--- src/rtl/key_mode_ctrl_pkg.sv ---
// Shared types and timing constants for the key mode controller.
// FSM state encoding plus 50 MHz defaults for 20 ms debounce and 1 s long press.
package key_mode_ctrl_pkg;

  typedef enum logic [1:0] {
    IDLE       = 2'd0,
    PRESS_FILT = 2'd1,
    DOWN       = 2'd2,
    REL_FILT   = 2'd3
  } key_state_e;

  localparam int unsigned DEBOUNCE_20MS = 1_000_000;
  localparam int unsigned LONG_1S       = 50_000_000;

  function automatic logic [1:0] next_mode(input logic [1:0] m, input int unsigned mode_num);
    next_mode = (m == 2'(mode_num - 1)) ? 2'd0 : m + 2'd1;
  endfunction

endpackage

--- src/rtl/key_mode_ctrl_sync.sv ---
// Generic 2-FF synchroniser; resets to all ones (released level for active-low pins).
module key_sync #(
  parameter int unsigned WIDTH = 1
) (
  input  logic             clk,
  input  logic             rst_n,
  input  logic [WIDTH-1:0] d,
  output logic [WIDTH-1:0] q
);

  logic [WIDTH-1:0] meta_q;
  logic [WIDTH-1:0] sync_q;

  always_ff @(posedge clk or negedge rst_n) begin
    if (!rst_n) begin
      meta_q <= '1;
      sync_q <= '1;
    end else begin
      meta_q <= d;
      sync_q <= meta_q;
    end
  end

  assign q = sync_q;

endmodule

--- src/rtl/key_mode_ctrl.sv ---
// Debounced push-key controller: short press steps the speed mode, long press toggles breathing.
// Long-press path is built only when KEY_LONG_PRESS_EN is defined.
module key_mode_ctrl
  import key_mode_ctrl_pkg::*;
#(
  parameter int unsigned DEBOUNCE_MAX = DEBOUNCE_20MS,
  parameter int unsigned LONG_MAX     = LONG_1S,
  parameter int unsigned MODE_NUM     = 3
) (
  input  logic       sclk,
  input  logic       s_rst_n,
  input  logic       key_in,
  output logic [1:0] mode,
  output logic       breath_en,
  output logic       key_flag,
  output logic       long_flag
);

  if (MODE_NUM < 2 || MODE_NUM > 4 || DEBOUNCE_MAX < 2 || LONG_MAX < 2) begin : g_param_check
    $error("key_mode_ctrl: illegal parameter set");
  end

  localparam int unsigned DB_W = $clog2(DEBOUNCE_MAX);
  localparam logic [DB_W-1:0] DB_TERM = DB_W'(DEBOUNCE_MAX - 1);

  logic            key_s;
  key_state_e      state_q, state_d;
  logic [DB_W-1:0] db_q, db_d;
  logic [1:0]      mode_q, mode_d;
  logic            key_flag_q, key_flag_d;
  logic            long_done;

  key_sync #(.WIDTH(1)) u_sync (
    .clk   (sclk),
    .rst_n (s_rst_n),
    .d     (key_in),
    .q     (key_s)
  );

`ifdef KEY_LONG_PRESS_EN
  localparam int unsigned HOLD_W = $clog2(LONG_MAX);
  localparam logic [HOLD_W-1:0] HOLD_TERM = HOLD_W'(LONG_MAX - 1);

  logic [HOLD_W-1:0] hold_q, hold_d;
  logic              long_done_q, long_done_d;
  logic              long_flag_q, long_flag_d;
  logic              be_q, be_d;

  assign long_done = long_done_q;
  assign long_flag = long_flag_q;
  assign breath_en = be_q;
`else
  assign long_done = 1'b0;
  assign long_flag = 1'b0;
  assign breath_en = 1'b1;
`endif

  always_comb begin
    state_d    = state_q;
    db_d       = db_q;
    mode_d     = mode_q;
    key_flag_d = 1'b0;
`ifdef KEY_LONG_PRESS_EN
    hold_d      = hold_q;
    long_done_d = long_done_q;
    long_flag_d = 1'b0;
    be_d        = be_q;
`endif
    case (state_q)
      IDLE: begin
        if (!key_s) begin
          state_d = PRESS_FILT;
          db_d    = '0;
        end
      end
      // key_s is tested before the terminal count, so an edge on that cycle is still bounce
      PRESS_FILT: begin
        if (key_s) begin
          state_d = IDLE;
        end else if (db_q == DB_TERM) begin
          state_d    = DOWN;
          key_flag_d = 1'b1;
`ifdef KEY_LONG_PRESS_EN
          hold_d      = '0;
          long_done_d = 1'b0;
`endif
        end else begin
          db_d = db_q + 1'b1;
        end
      end
      DOWN: begin
`ifdef KEY_LONG_PRESS_EN
        if (hold_q != HOLD_TERM) begin
          hold_d = hold_q + 1'b1;
        end else if (!long_done_q) begin
          long_flag_d = 1'b1;
          be_d        = !be_q;
          long_done_d = 1'b1;
        end
`endif
        if (key_s) begin
          state_d = REL_FILT;
          db_d    = '0;
        end
      end
      REL_FILT: begin
        if (!key_s) begin
          state_d = DOWN;
        end else if (db_q == DB_TERM) begin
          state_d = IDLE;
          if (!long_done) mode_d = next_mode(mode_q, MODE_NUM);
        end else begin
          db_d = db_q + 1'b1;
        end
      end
      default: state_d = IDLE;
    endcase
  end

  always_ff @(posedge sclk or negedge s_rst_n) begin
    if (!s_rst_n) begin
      state_q    <= IDLE;
      db_q       <= '0;
      mode_q     <= '0;
      key_flag_q <= 1'b0;
`ifdef KEY_LONG_PRESS_EN
      hold_q      <= '0;
      long_done_q <= 1'b0;
      long_flag_q <= 1'b0;
      be_q        <= 1'b1;
`endif
    end else begin
      state_q    <= state_d;
      db_q       <= db_d;
      mode_q     <= mode_d;
      key_flag_q <= key_flag_d;
`ifdef KEY_LONG_PRESS_EN
      hold_q      <= hold_d;
      long_done_q <= long_done_d;
      long_flag_q <= long_flag_d;
      be_q        <= be_d;
`endif
    end
  end

  assign mode     = mode_q;
  assign key_flag = key_flag_q;

endmodule

--- config.mk ---
export PLATFORM = sky130hd
export DESIGN_NAME = key_mode_ctrl
export DESIGN_NICKNAME = d
export VERILOG_FILES = /design/src/rtl/key_mode_ctrl_pkg.sv /design/src/rtl/key_mode_ctrl_sync.sv /design/src/rtl/key_mode_ctrl.sv
export SDC_FILE = /design/constraint.sdc
export NUM_CORES = 1
export LEC_CHECK = 0
export ABC_CLOCK_PERIOD_IN_PS = 2500
export CAP_MARGIN = 20
export CELL_PAD_IN_SITES_DETAIL_PLACEMENT = 0
export CELL_PAD_IN_SITES_GLOBAL_PLACEMENT = 1
export CORE_UTILIZATION = 30
export CTS_CLUSTER_SIZE = 24
export DETAILED_ROUTE_END_ITERATION = 8
export PLACE_DENSITY = 0.65
export SKIP_LAST_GASP = 1
export SLEW_MARGIN = 20
export SYNTH_ARGS = -nofsm -noshare
export SYNTH_HDL_FRONTEND = slang
export SYNTH_SLANG_ARGS = --single-unit
--- constraint.sdc ---
create_clock -name sclk -period 2.5 [get_ports sclk]
set_clock_uncertainty 0.05 [all_clocks]
set_input_delay 0.375 -clock sclk [delete_from_list [all_inputs] [get_ports sclk]]
set_output_delay 0.375 -clock sclk [all_outputs]
set_load 0.05 [all_outputs]
==> results.txt, run 1 <==
----------------------------------------------------
[STA]
  Headroom to the max-slew limit ... between 50% and 60%
  Number of setup violations in the final report ... 0
  Setup total negative slack ... 0 ns
  Endpoints failing hold ... 0
  Max-slew violation count ... 0
  Final WS setup ... about 0.28 ns
  Final critical-path required period ... 2.22 ns
  Maximum frequency from static timing analysis ... 451 MHz
  Period utilization ... around nine tenths
  Least-Margin Pin Slew ... between 0.7 and 0.8 ns
  Unrepaired setup endpoints after global routing ... false
  Hold Worst Slack ... 0.311 ns

[Floorplanning]
  Area enclosed by the die boundary ... 0.00494 mm^2
  I/O pin cnt ... 8
  Std-Cell Rows ... 24
  Height of the chip ... about 70 um
  Starting density of the core ... a little under a third
  DIE WIDTH ... 70.3 um
  Area of the core ... ~0.0044 mm^2

[Synthesis]
  Synthesized instance count ... 144
  Net count of the mapped netlist ... ~150
  Number of unique standard cell types used by synthesis ... between 40 and 50
  Number of register bits inferred by synthesis ... 27
  Average size of a mapped cell ... 9.72 um^2
  Sequential share of the synthesized area ... roughly half
  Synth warn ... 0
  Post-synthesis instance area ... approximately 0.0014 mm^2

[Finish]
  Non-Filler Cell Area, Final ... ~0.0016 mm^2
  Layout cell share with drive strength beyond 1 ... roughly an eighth
  Most frequent cells in the layout ... sky130_fd_sc_hd__dfrtp_1, sky130_fd_sc_hd__nand2_1, sky130_fd_sc_hd__nand3_1, sky130_fd_sc_hd__nor2_1, sky130_fd_sc_hd__a31oi_1
  Most common cell after layout, fill and taps aside ... sky130_fd_sc_hd__dfrtp_1
  Final antenna diode count ... 0
  Non-filler instance count after layout ... roughly 200
  Total number of nets in the final design ... approximately 160
  Final core occ ... a little over a third
  Growth of design area from synthesis to finish ... 12.7%

[Global route]
  Maximum number of pins on one net before global-route repair ... 28
  First-pass GRT wire length ... between 5000 and 6000 um
  Sum of overflow across all layers after global routing ... 0
  Number of global-route vias before repair ... around 1100
  Number of antenna violations at the first check in global routing ... 0
  Global routing usage summed across all routing layers ... roughly 14%

[Power]
  Leakage ... 0.653 nW
  Cell area power density ... between 500 and 600 mW/mm^2
  Overall power of the completed layout ... roughly 0.8 mW
  Worst vdd ir ... around 0.28 mV

[Critical path]
  Critical setup path kind ... reg -> reg
  Critical path capture point type ... register
  Required time worst endpoint ... 2.61 ns
  Arrival @ worst endpoint ... 2.33 ns
  Maximum net fanout on the critical path ... 11
  Setup crit start kind ... register

[Routing]
  Post-detailed-routing wire length ... 2950 um
  Antenna-violating nets left ... 0
  Number of optimization iterations in the first detailed-route pass ... 4
  Total number of vias ... about 1200
  DRC violations left ... 0
  Final routed wire length divided by cell count ... ~14 um
  Initial drt markers ... roughly 80
  Vias per Instance ... roughly 5.7

[Clock network]
  CTS buffer count ... 3
  Clock insertion delay at the later pin of the skew report ... 0.28 ns
  Post-CTS sizing ... 0
  CTS H-tree lvls ... 1
  Count of hold buffers inserted by post-cts repair ... 0
  Clock slew at reported path FFs ... about 0.10 ns
  Max Buffers Root-to-Sink ... 2
  CTS tree ... yes
  Post-CTS setup repair buffer count ... 0
  Num Clock Sinks ... 27
  CTS Root Cell ... sky130_fd_sc_hd__clkbuf_8

[Job]
  Max-cap viol count ... 0

[Placement]
  Routability Congestion ... around 0.81
  Post-DP Area ... around 0.0015 mm^2
  Placed Cells incl. Taps ... 201
  HPWL reported at the end of detailed placement ... about 2100 um
  Pre-CTS setup slack ... between 0.2 and 0.3 ns
  Input/output buffers ... 5

[Min path]
  Class of the most critical hold timing path ... reg -> reg

[Run status]
  Outcome ... completed

----------------------------------------------------
==> logic make-up after synthesis <==
| logic type | Yosys count | synth area share (%) |
|---|---|---|
| compound gates | 27 | 13.0 |
| xor+xnor | 9 | 5.63 |
| buf+inv | 7 | 2.50 |
| fa+ha+maj | 1 | 0.894 |
| simple gates | 68 | 26.6 |
| other cells | 2 | 0.536 |
| flops | 27 | 48.4 |
| mux | 3 | 2.41 |
==> report_power, final <==
part	total, mW	switching [mW]	internal, mW
combinational	0.0665	0.0400	0.0265
clock	0.258	0.144	0.113
sequential	0.481	0.0271	0.453
total	0.805	0.211	0.593
==> layout make-up <==
class | instances | area (um^2)
timing repair buffer | 10 | 87.6
clock buffer | 3 | 41.3
inverter | 2 | 7.51
tap | 52 | 65.1
clock inverter | 1 | 7.51
fill | 450 | 2840
multi-input combinational | 110 | 691
sequential | 27 | 678
==> worst max-delay path, cell delays in order (launching register included) <==
cell                      delay [ns]
sky130_fd_sc_hd__dfrtp_1        0.41
sky130_fd_sc_hd__ha_1           0.26
sky130_fd_sc_hd__nand3_2        0.15
sky130_fd_sc_hd__nor4_1         0.59
sky130_fd_sc_hd__a21oi_2        0.28
sky130_fd_sc_hd__a41oi_1        0.29
sky130_fd_sc_hd__a31oi_1        0.07
==> final timing paths <==
kind                       slack [ns]  endpoint     startpoint  cells after the start
setup / recovery                 0.28  db_q[17]        db_q[0]                      6
hold / removal                   0.31  u_sync.q  u_sync.meta_q                      0
setup reg to reg                 0.28  db_q[17]        db_q[0]                      6
hold reg to reg                  0.31  u_sync.q  u_sync.meta_q                      0
max in group asynchronous        1.69  u_sync.q        s_rst_n                      2
min in group asynchronous        0.41   db_q[8]        s_rst_n                      2
==> sequential cells by signal (all words and copies together) (netlist names), named ones only <==
| name | cells |
|---|---|
| db_q | 20 |
| key_flag | 1 |
| mode | 2 |
| state_q | 1 |
| u_sync.meta_q | 1 |
| u_sync.q | 1 |
==> synthesized netlist by cell type, drive strengths merged <==
cell type | count | area share [%]
o21ai | 4 | 1.7
dfrtp | 25 | 45
inv | 2 | 0.54
nor3 | 3 | 1.1
nor2 | 10 | 2.7
o211ai | 2 | 1.1
or3b | 1 | 0.63
and2 | 1 | 0.45
or4b | 1 | 0.71
nand3b | 1 | 0.54
xnor2 | 4 | 2.5
xor2 | 5 | 3.1
a31oi | 6 | 2.7
and3 | 5 | 2.2
and4b | 1 | 0.71
conb | 2 | 0.54
nand3 | 12 | 4.6
and4 | 1 | 0.63
o31ai | 3 | 1.6
dfstp | 2 | 3.8
nor2b | 1 | 0.45
or4 | 4 | 2.4
buf | 3 | 1.4
or3 | 1 | 0.45
a41oi | 2 | 1.3
a22o | 2 | 1.3
ha | 1 | 0.89
nor4bb | 1 | 0.71
o311ai | 1 | 0.63
clkbuf | 2 | 0.54
nand2 | 16 | 4.3
mux2 | 3 | 2.4
nor4 | 4 | 1.8
a211o | 1 | 0.63
nand4 | 5 | 2.2
a21oi | 6 | 2.1
==> routing by layer <==
| metal | part of all wire, % | global-route usage [%] | up-vias | wire, um |
|---|---|---|---|---|
| li1 | - | - | 557 | - |
| met1 | 50 | 19.5 | 582 | 1470 |
| met2 | 46 | 19.6 | 15 | 1350 |
| met3 | 2.9 | 3.75 | 7 | 86 |
| met4 | 1.8 | 4.67 | 0 | 53 |
| met5 | 0 | 0 | - | 0 |
(Power assumes the default switching activity.)
==> run 2: changes to the inputs <==
Settings changed: CORE_ASPECT_RATIO set to 1.5.
==> results.txt, run 2 (same netlist as run 1, synthesis figures left out) <==
----------------------------------------------------
[Run status]
  Outcome ... finished with violations
  Violations in the final reports ... design-rule violations

[Clock network]
  Clock slew at reported path FFs ... roughly 0.09 ns
  CTS H-tree lvls ... 1
  Num Clock Sinks ... 27
  CTS tree ... yes
  Post-CTS setup repair buffer count ... 0
  Post-CTS sizing ... 0
  Count of hold buffers inserted by post-cts repair ... 0
  Clock insertion delay at the later pin of the skew report ... approximately 0.27 ns
  Max Buffers Root-to-Sink ... 2
  CTS Root Cell ... sky130_fd_sc_hd__clkbuf_8
  CTS buffer count ... 3

[STA]
  Least-Margin Pin Slew ... roughly 0.81 ns
  Headroom to the max-slew limit ... between 40% and 50%
  Number of setup violations in the final report ... 0
  Unrepaired setup endpoints after global routing ... false
  Max-slew violation count ... 0
  Final critical-path required period ... approximately 2.2 ns
  Period utilization ... 89.8%
  Hold Worst Slack ... about 0.31 ns
  Endpoints failing hold ... 0
  Final WS setup ... approximately 0.25 ns
  Maximum frequency from static timing analysis ... about 450 MHz
  Setup total negative slack ... 0 ns

[Finish]
  Growth of design area from synthesis to finish ... 11.8%
  Layout cell share with drive strength beyond 1 ... a little over a tenth
  Non-Filler Cell Area, Final ... about 0.0016 mm^2
  Non-filler instance count after layout ... between 200 and 250
  Most common cell after layout, fill and taps aside ... sky130_fd_sc_hd__dfrtp_1
  Total number of nets in the final design ... ~160
  Max reg flops ... 20
  Most frequent cells in the layout ... sky130_fd_sc_hd__dfrtp_1, sky130_fd_sc_hd__nand2_1, sky130_fd_sc_hd__nand3_1, sky130_fd_sc_hd__nor2_1
  Register ranked first by flip-flop count ... db_q
  Final antenna diode count ... 0

[Critical path]
  Arrival @ worst endpoint ... between 2 and 2.5 ns
  Critical setup path kind ... reg -> reg
  Buf+Inv Stages, Crit Path ... 0
  Required time worst endpoint ... between 2 and 3 ns
  Critical-path cell list ... ha_1 -> nand3_2 -> nor4_1 -> a21oi_1 -> a41oi_1 -> a31oi_1
  Setup crit start kind ... register
  Top cell family by delay on the critical path ... compound AO/OA/AOI/OAI gates
  Critical path capture point type ... register
  CP max stage cell ... sky130_fd_sc_hd__nor4_1
  Delay contributed by the slowest stage of the critical path ... 0.50 ns
  Maximum net fanout on the critical path ... 11

[Placement]
  Pre-CTS setup slack ... roughly 0.29 ns
  Placed Cells incl. Taps ... slightly below 200
  Routability Congestion ... 0.789
  Input/output buffers ... 5
  Post-DP Area ... between 0.0015 and 0.002 mm^2
  HPWL reported at the end of detailed placement ... 2380 um

[Global route]
  First-pass GRT wire length ... ~5300 um
  Sum of overflow across all layers after global routing ... 0
  Number of antenna violations at the first check in global routing ... 0
  Global routing usage summed across all routing layers ... about 14%
  Number of global-route vias before repair ... about 1100
  Maximum number of pins on one net before global-route repair ... 28

[Floorplanning]
  Starting density of the core ... between 30% and 40%
  Area enclosed by the die boundary ... about 0.0050 mm^2
  Area of the core ... about 0.0045 mm^2
  I/O pin cnt ... 8
  Std-Cell Rows ... 30
  DIE WIDTH ... about 58 um
  Height of the chip ... between 80 and 90 um

[Routing]
  DRC violations left ... 2
  Final routed wire length divided by cell count ... between 15 and 20 um
  Total number of vias ... 1170
  Post-detailed-routing wire length ... between 3000 and 4000 um
  Initial drt markers ... 54
  Number of optimization iterations in the first detailed-route pass ... 9
  Vias per Instance ... 5.82
  Antenna-violating nets left ... 0

[Power]
  Leakage ... approximately 0.65 nW
  Cell area power density ... between 500 and 600 mW/mm^2
  Worst vdd ir ... about 0.21 mV

[Job]
  Max-cap viol count ... 0

[Min path]
  Class of the most critical hold timing path ... reg -> reg

----------------------------------------------------
[run 2: cell count changes in the layout (fill, tap and decap cells not counted), sizes merged]
cell	previous run	this run
clkinvlp	1	0
clkbuf	3	4
[run 2: metal layers]
metal / global-route usage, % / up-vias / part of all wire (%)
li1: - / 554 / -
met1: 14.3 / 579 / 40
met2: 27.1 / 31 / 54
met3: 2.71 / 6 / 3.3
met4: 6.28 / 0 / 2.0
met5: 0 / - / 0
[run 2: layout make-up]
class	instances	area [um^2]
Fill cell	467	2940
Multi-Input combinational cell	110	687
Sequential cell	27	678
Timing Repair Buffer	10	87.6
Tap cell	48	60.1
Clock buffer	4	45.0
Inverter	2	7.51
[run 2: stage by stage]
stage	total power, mW	utilization [%]
global placement	0.556	33.8
CTS	0.810	34.8
finish	0.802	34.8
global route	0.833	34.8
floorplan	0.528	-
detailed placement	0.558	33.8
[run 2: report_power, final]
part | total, mW | leakage [nW] | internal [mW] | switching [mW]
clock | 0.253 | 0.0228 | 0.114 | 0.138
sequential | 0.482 | 0.365 | 0.453 | 0.0289
combinational | 0.0671 | 0.267 | 0.0264 | 0.0407
[run 2: path summary, 6_finish.rpt]
check | start | to | slack, ns | cells after the start
setup reg to reg | db_q[0] | db_q[19] | 0.25 | 6
max in group asynchronous | s_rst_n | u_sync.q | 1.68 | 2
min in group asynchronous | s_rst_n | db_q[5] | 0.42 | 2
hold reg to reg | u_sync.meta_q | u_sync.q | 0.31 | 0
hold / removal | u_sync.meta_q | u_sync.q | 0.31 | 0
setup / recovery | db_q[0] | db_q[19] | 0.25 | 6
